--- src/rtl/accumulate_pkg.sv ---
// Shared types and constants for the bit-serial accumulator control path.
package accumulate_pkg;

    typedef enum logic [2:0] {
        IDLE,
        LOAD,
        SHIFT,
        DONE,
        HOLD
    } acc_state_t;

    localparam int DEFAULT_SYNC_STAGES = 2;

endpackage

--- src/rtl/run_sync_edge.sv ---
// Push-button synchronizer with a registered rising-edge pulse.
// Resets to "pressed" so a button held through reset never yields an edge.
module run_sync_edge
    import accumulate_pkg::*;
#(
    parameter int SYNC_STAGES = DEFAULT_SYNC_STAGES
) (
    input  logic clk,
    input  logic rst,
    input  logic btn,
    output logic level,
    output logic rise
);

    logic [SYNC_STAGES-1:0] sync_p0;
    logic                   prev_p1;
    logic                   rise_p2;

    always_ff @(posedge clk) begin
        if (rst) begin
            sync_p0 <= '1;
            prev_p1 <= 1'b1;
            rise_p2 <= 1'b0;
        end else begin
            sync_p0 <= {sync_p0[SYNC_STAGES-2:0], btn};
            // sync -> prev/edge boundary
            prev_p1 <= sync_p0[SYNC_STAGES-1];
            rise_p2 <= sync_p0[SYNC_STAGES-1] & ~prev_p1;
        end
    end

    assign level = sync_p0[SYNC_STAGES-1];
    assign rise  = rise_p2;

endmodule

--- src/rtl/accumulate_sequencer.sv ---
// Control FSM for the bit-serial accumulator: one operand load, WIDTH
// shift/add cycles per button press, plus accumulator clear and sticky overflow.
module accumulate_sequencer
    import accumulate_pkg::*;
#(
    parameter int WIDTH       = 16,
    parameter int SYNC_STAGES = DEFAULT_SYNC_STAGES
) (
    input  logic                     Clk,
    input  logic                     Reset_Clear,
    input  logic                     Run_Accumulate,
    input  logic                     Carry_Out,
    output logic                     Ld_Operand,
    output logic                     Carry_Clr,
    output logic                     Shift_En,
    output logic                     Acc_Clr,
    output logic [$clog2(WIDTH)-1:0] Bit_Index,
    output logic                     Busy,
    output logic                     Done,
    output logic                     Overflow
);

    localparam int                IDX_W    = $clog2(WIDTH);
    localparam logic [IDX_W-1:0]  LAST_BIT = IDX_W'(WIDTH - 1);

    acc_state_t        state_q;
    acc_state_t        state_d;
    logic [IDX_W-1:0]  bit_cnt_q;
    logic              ovf_q;
    logic              run_s;
    logic              run_rise;
    logic              last_bit;

    run_sync_edge #(
        .SYNC_STAGES(SYNC_STAGES)
    ) u_run_sync (
        .clk  (Clk),
        .rst  (Reset_Clear),
        .btn  (Run_Accumulate),
        .level(run_s),
        .rise (run_rise)
    );

    assign last_bit = (bit_cnt_q == LAST_BIT);

    always_ff @(posedge Clk) begin
        if (Reset_Clear) begin
            state_q <= IDLE;
        end else begin
            state_q <= state_d;
        end
    end

    // Carry_Out only matters on the final serial bit: that is the MSB carry.
    always_ff @(posedge Clk) begin
        if (Reset_Clear) begin
            bit_cnt_q <= '0;
            ovf_q     <= 1'b0;
        end else if (state_q == SHIFT) begin
            if (last_bit) begin
                bit_cnt_q <= '0;
                ovf_q     <= ovf_q | Carry_Out;
            end else begin
                bit_cnt_q <= bit_cnt_q + IDX_W'(1);
            end
        end else if (state_q == LOAD) begin
            bit_cnt_q <= '0;
        end
    end

    always_comb begin
        state_d = state_q;
        case (state_q)
            IDLE:    if (run_rise) state_d = LOAD;
            LOAD:    state_d = SHIFT;
            SHIFT:   if (last_bit) state_d = DONE;
            DONE:    state_d = HOLD;
            HOLD:    if (!run_s) state_d = IDLE;
            default: state_d = IDLE;
        endcase
    end

    // Reset gates every strobe in the same cycle, before the state register follows.
    always_comb begin
        Ld_Operand = 1'b0;
        Carry_Clr  = 1'b0;
        Shift_En   = 1'b0;
        Busy       = 1'b0;
        Done       = 1'b0;
        Acc_Clr    = Reset_Clear;
        Bit_Index  = Reset_Clear ? '0 : bit_cnt_q;
        Overflow   = ovf_q & ~Reset_Clear;
        if (!Reset_Clear) begin
            case (state_q)
                LOAD: begin
                    Ld_Operand = 1'b1;
                    Carry_Clr  = 1'b1;
                    Busy       = 1'b1;
                end
                SHIFT: begin
                    Shift_En = 1'b1;
                    Busy     = 1'b1;
                end
                DONE: begin
                    Done = 1'b1;
                    Busy = 1'b1;
                end
                default: ;
            endcase
        end
    end

endmodule

--- config.mk ---
export PLATFORM = sky130hd
export DESIGN_NAME = accumulate_sequencer
export DESIGN_NICKNAME = d
export VERILOG_FILES = /design/src/rtl/accumulate_pkg.sv /design/src/rtl/run_sync_edge.sv /design/src/rtl/accumulate_sequencer.sv
export SDC_FILE = /design/constraint.sdc
export NUM_CORES = 1
export LEC_CHECK = 0
export BUFFER_PORTS_ARGS = -buffer_cell sky130_fd_sc_hd__buf_2
export CAP_MARGIN = 20
export CORE_AREA = 2 2 39 41
export CTS_BUF_LIST = sky130_fd_sc_hd__clkbuf_4 sky130_fd_sc_hd__clkbuf_8
export CTS_CLUSTER_DIAMETER = 60
export DETAILED_ROUTE_END_ITERATION = 16
export DIE_AREA = 0 0 41 43
export PLACE_DENSITY = 0.77
export SETUP_SLACK_MARGIN = 0.3
export SYNTH_ARGS = -nofsm -noshare
export SYNTH_HDL_FRONTEND = slang
export SYNTH_SLANG_ARGS = --single-unit
--- constraint.sdc ---
create_clock -name Clk -period 1.5 [get_ports Clk]
set_input_delay 0.3 -clock Clk [delete_from_list [all_inputs] [get_ports Clk]]
set_output_delay 0.3 -clock Clk [all_outputs]
set_load 0.01 [all_outputs]
# After elaboration in Yosys (flattened, before gate mapping)
# Cells that the tools add are included.
# totals
ff_bits	12
latchBits	0
ramBits	0
romBits	0
inputBits	4
out_inout_bits	11
wordCells	41
n_memories	0
# op_classes
addsub	1
multipliers	0
div_mod_pow	0
n_lt_le_gt_ge	0
eq_ne	8
shift	0
muxes	16
n_bitwise	5
reduce_logical	5
# op_table
cell	count
$mux 4	4
$pmux 3 s5	1
$mux 3	3
$mux 1	8
$eq 3x2->1 const B	2
$add 4x1->4 const B	1
$eq 4x4->1 const B	1
$ne 2x2->1 const B	2
$eq 3x1->1 const B	1
$eq 3x3->1 const B	1
$logic_not 3->1	1
$reduce_and 3->1	1
$reduce_or 3->1	1
$and 1x1->1	2
$ne 2x1->1 const B	1
$not 1->1	2
$reduce_and 2->1	1
$reduce_bool 2->1	1
$or 1x1->1	1

# Longest topological paths before layout
# logic_depth
depth_word	4
ltp_mapped	4
ltp_nobuf	4

# By module
# A second synthesis with hierarchy kept.
# hier_totals
cells_unflattened	57
area_unflattened_um2	565.5
# modules_own_cells
module	instances	cells_each	area_per_inst_um2	seq_area_each_um2
accumulate_sequencer	1	49	459.2	160.2
run_sync_edge	1	8	106.4	80.1

# Least setup slack after synthesis
# Ideal clock, no wire load.
# synth_timing
kind	flip-flop to output port
from	reg state_q[2]
to	out Ld_Operand
arrival_ps	1342
required_time_ps	1200
path_slack_ps	-142
stages_incl_launch_ff	4
path_buffers	2
cell_sequence	dfxtp_1 -> clkbuf_1 -> nor4b_1 -> buf_4
# synth_via
elab_chain_len	3
# synth_lines
element	line_no	rtl
from (decl)	accumulate_sequencer.sv:26	acc_state_t state_q;
from (signal assigned)	accumulate_sequencer.sv:50	state_q <= state_d;
$eq 3x1->1	n/a	
$mux 1 (2 in series)	n/a	
to (decl)	accumulate_sequencer.sv:13	output logic Ld_Operand,
# No other way between the ends.

# Worst setup path after layout
# layout_timing
from	reg state_q[2]
to	out Shift_En
# layout_via
elab_chain_len	3
# layout_lines
element	line_no	rtl
$eq 3x2->1	accumulate_sequencer.sv:94	case (state_q)
$mux 1	accumulate_sequencer.sv:94	
$mux 1	accumulate_sequencer.sv:93	if (!Reset_Clear) begin
to (decl)	accumulate_sequencer.sv:15	output logic Shift_En,
# No other way between the ends.

==> reports/results.md <==
| Result | This run |
|---|---|
| Run status | completed |
| Layout area overhead | 54.5% |
| Total nets after synthesis | 67 |
| Synth Area in XOR/XNOR | 1.55% |
| Simple-gate portion of the synthesized area | 31.7% |
| Number of iterations in the first detailed-routing pass | 4 |
| Clock sink count | 12 |
| Vias per cell | 5.25 |
| Area used by multi-input combinational logic | 353 µm² |
| Number of max-capacitance violations reported | 0 |
| Switching power summed over all nets | 0.000129 W |
| # diodes | 0 |
| Leak Pwr | 0.344 nW |
| Mux contribution to synthesized area | 0% |
| Setup crit start | state_q[2]$_SDFFE_PP0P_ |
| Endpoint of the worst setup timing path | Shift_En |
| Kind of capture point of the worst setup path | output port |
| Sequential area share after synthesis | 42.6% |
| Vias in the first global route | 488 |
| Total of endpoints with negative setup slack in the final report | 0 |
| WL met3 | 43 µm |
| Flop and latch count out of synthesis | 12 |
| Initial antenna violation count | 0 |
| Height of the chip | 43 µm |
| Complex-gate fraction of the synthesized area | 15.3% |
| IO Pins | 15 |
| Worst hold path stage count | 2 |
| Number of buffer cells added on primary ports | 14 |
| Clk_lat worst skew | 270 ps |
| M1 WL | 551 µm |
| Slowest cell on the critical path | sky130_fd_sc_hd__dfxtp_4 |
| Post-detailed-route wirelength per cell | 13.3 µm |
| Per-instance average area after synthesis | 9.10 µm² |
| Data arrival time of the critical path | 1130 ps |
| TritonCTS clock tree | yes |
| Post-synthesis share of cell area spent on full adders, half adders and majority gates | 2.22% |
| Ratio of cells with drive above 1 in the final layout | 59.8% |
| Number of DRC markers after the initial detailed-route iteration | 6 |
| Grt ovf | 0 |
| Part of the total power dissipated in sequential elements | 52.3% |
| Synthesized instance count | 62 |
| Filler cells | 115 |
| Final worst clock skew | 3.42 ps |
| DIE AREA | 0.00176 mm² |
| Maximum clock frequency | 0.701 GHz |
| Worst ir drop on vdd | 0.000383 V |
| Final Routed Wirelength | 1.38 mm |
| Count of antenna-violating nets left after detailed routing | 0 |
| Gate power share | 5.8% |
| Worst-Margin Slew | 294 ps |
| Setup Total Neg Slack | 0 ps |
| Core Region | 0.00138 mm² |
| Share of the clock period used by the worst path after layout | 95.1% |
| Capture instance of the worst register-to-register path | bit_cnt_q[3]$_SDFFE_PP0P_ |
| TritonCTS Buffers | 3 |
| YS warnings | 0 |
| Total Nets Final | 93 |
| Startpoint of the worst register-to-register path | state_q[2]$_SDFFE_PP0P_ |
| Total global-route track usage | 17.0% |
| Final weighted congestion in routability-driven placement | 0.706 |
| Clock period minus worst slack | 1430 ps |
| DP Area | 648 µm² |
| Hold Vio Cnt, Final | 0 |
| Worst Path Max Fanout | 4 |
| Highest metal layer with signal wires | met3 |
| HP Class | in2reg |
| Post-CTS clock slew at the launch and capture registers of the worst setup and hold paths | 80 ps |
| Dominant combinational cell family by area after synthesis | simple AND/OR/NAND/NOR gates |
| Clock network fraction of total power | 41.9% |
| Starting density of the core | 40.8% |
| Cell chain of the critical path | nor3b_4, nor2b_4, buf_6 |
| Total standard cell area after synthesis | 564 µm² |
| Final HPWL DP | 747 µm |
| Startpoint type of the worst setup path | flop |
| Row cnt | 14 |
| Data required, critical path | 1200 ps |
| Maximum number of buffers from clock root to sink | 2 |
| First-pass GRT wire length | 2.08 mm |
| Critical path's largest stage delay | 370 ps |
| Flip-flop and latch area | 265 µm² |
| RSZ-0062 raised after global routing | yes |
| Logic depth of the worst register-to-register path | 6 |
| Crit Path Class | reg2out |
| Clock root cell | sky130_fd_sc_hd__clkbuf_4 |
| Switching share of total power | 21.3% |
| Design Area, Final | 872 µm² |
| Distinct cell type count of the synthesized netlist | 26 |
| Register-to-register setup slack | 160 ps |
| Number of design rule violations left after detail routing | 0 |
| Internal power | 0.000475 W |
| Max Transition Viols Final | 0 |
| Pin count of the biggest net entering global routing | 23 |
| Total number of vias | 541 |
| WL met2 | 780 µm |
| Max-Slew Margin vs Limit | 80.4% |
| Die W | 41 µm |
| Power density cells | 692 mW/mm² |
| Depth of the CTS H-tree | 1 |
-- logic make-up after synthesis --
family / count (synthesis)
simple gates: 30
compound gates: 12
flops: 12
buf+inv: 6
xor+xnor: 1
fa+ha+maj: 1
-- per-stage QoR --
stage / util, % / power, W / hold slack [ps] / setup slack (ps) / std cells
after floorplan: - / 0.000353 / 369 / 222 / 62
final: 63.0 / 0.000604 / 228 / 72.9 / 103
after global routing: 63.0 / 0.000629 / 219 / 28.7 / 103
after global placement: 46.8 / 0.000360 / 385 / 240 / 88
after CTS: 57.5 / 0.000607 / 206 / 69.2 / 101
after detailed placement: 46.8 / 0.000360 / 383 / 206 / 88
-- worst max-delay path: cells and delay by family, from the launching register on --
family,cells,cell delay [ps]
simple gates,2,390
flops,1,370
buf+inv,1,100
-- placed cells by master (no fill, tap or decap), types with 2 or more instances in the layout --
master,count
sky130_fd_sc_hd__dfxtp_1,4
sky130_fd_sc_hd__buf_2,11
sky130_fd_sc_hd__or2_2,3
sky130_fd_sc_hd__dfxtp_4,6
sky130_fd_sc_hd__buf_6,6
sky130_fd_sc_hd__buf_4,9
sky130_fd_sc_hd__nor2_1,4
sky130_fd_sc_hd__dfxtp_2,2
sky130_fd_sc_hd__clkbuf_4,4
sky130_fd_sc_hd__nand2_1,3
sky130_fd_sc_hd__nor3_1,2
sky130_fd_sc_hd__a311oi_1,2
sky130_fd_sc_hd__o21ai_0,2
sky130_fd_sc_hd__nor2b_4,2
sky130_fd_sc_hd__a21oi_1,3
sky130_fd_sc_hd__nand3_1,4
sky130_fd_sc_hd__nor2b_1,4
-- cells in the mapped netlist, drive strengths merged --
library cell | number | area [µm²]
and3 | 1 | 6.26
a211o | 1 | 8.76
a2111oi | 1 | 15.0
nand3b | 1 | 7.51
nor4b | 1 | 8.76
a311oi | 2 | 17.5
nor3 | 3 | 15.0
a31oi | 1 | 6.26
nand3 | 4 | 20.0
buf | 3 | 26.3
nor2b | 6 | 37.5
dfxtp | 12 | 240
nand2 | 3 | 11.3
nand2b | 1 | 6.26
nor2 | 4 | 15.0
ha | 1 | 12.5
a21oi | 4 | 20.0
nor3b | 2 | 26.3
or2 | 4 | 25.0
o21ai | 2 | 10.0
clkbuf | 3 | 11.3
xnor2 | 1 | 8.76
a41oi | 1 | 8.76
-- worst min-delay path by stage --
stage,startpoint,to
after floorplan,Reset_Clear,state_q[0]$_SDFFE_PP0P_
after global placement,u_run_sync.prev_p1$_SDFF_PP1_,u_run_sync.rise$_SDFF_PP0_
after detailed placement,u_run_sync.prev_p1$_SDFF_PP1_,u_run_sync.rise$_SDFF_PP0_
after CTS,Run_Accumulate,u_run_sync.sync_p0[0]$_SDFF_PP1_
after global routing,Run_Accumulate,u_run_sync.sync_p0[0]$_SDFF_PP1_
final,Run_Accumulate,u_run_sync.sync_p0[0]$_SDFF_PP1_
-- final cells by class --
type                    count  share of cell area [%]
multi-input cells          44                    40.5
flip-flops and latches     12                    30.4
repair buffers             27                    22.7
clock buffers               4                    4.16
well taps                  16                    2.30
-- power by group through the flow --
| stage | sequential [W] | clock, W | combinational (W) |
|---|---|---|---|
| 3_5_place_dp | 0.000334 | 0 | 0.0000266 |
| 5_1_grt | 0.000317 | 0.000275 | 0.0000378 |
| 2_1_floorplan | 0.000332 | 0 | 0.0000203 |
| 4_1_cts | 0.000319 | 0.000258 | 0.0000303 |
| 6_report | 0.000316 | 0.000253 | 0.0000349 |
| 3_3_place_gp | 0.000334 | 0 | 0.0000260 |
-- metal layers --
layer / global-route usage [%] / up-vias
met5: 0 / -
met4: 6.00 / 0
met3: 3.14 / 0
met2: 29.1 / 11
met1: 19.7 / 259
li1: - / 271
-- timing repair --
item                       in CTS  in global routing
pin swaps                       3                  6
buffers inserted                9                  2
hold endpoints to repair        0                  0
gates resized for setup        16                 13
setup endpoints to repair      12                 13
hold buffers                    0                  0
-- registers in the layout, indices dropped and copies added (netlist names) --
register and count:
state_q 3, bit_cnt_q 4, u_run_sync.sync_p0 2, u_run_sync.prev_p1 1
u_run_sync.rise 1, ovf_q 1
Power figures use the tool's default switching activity.
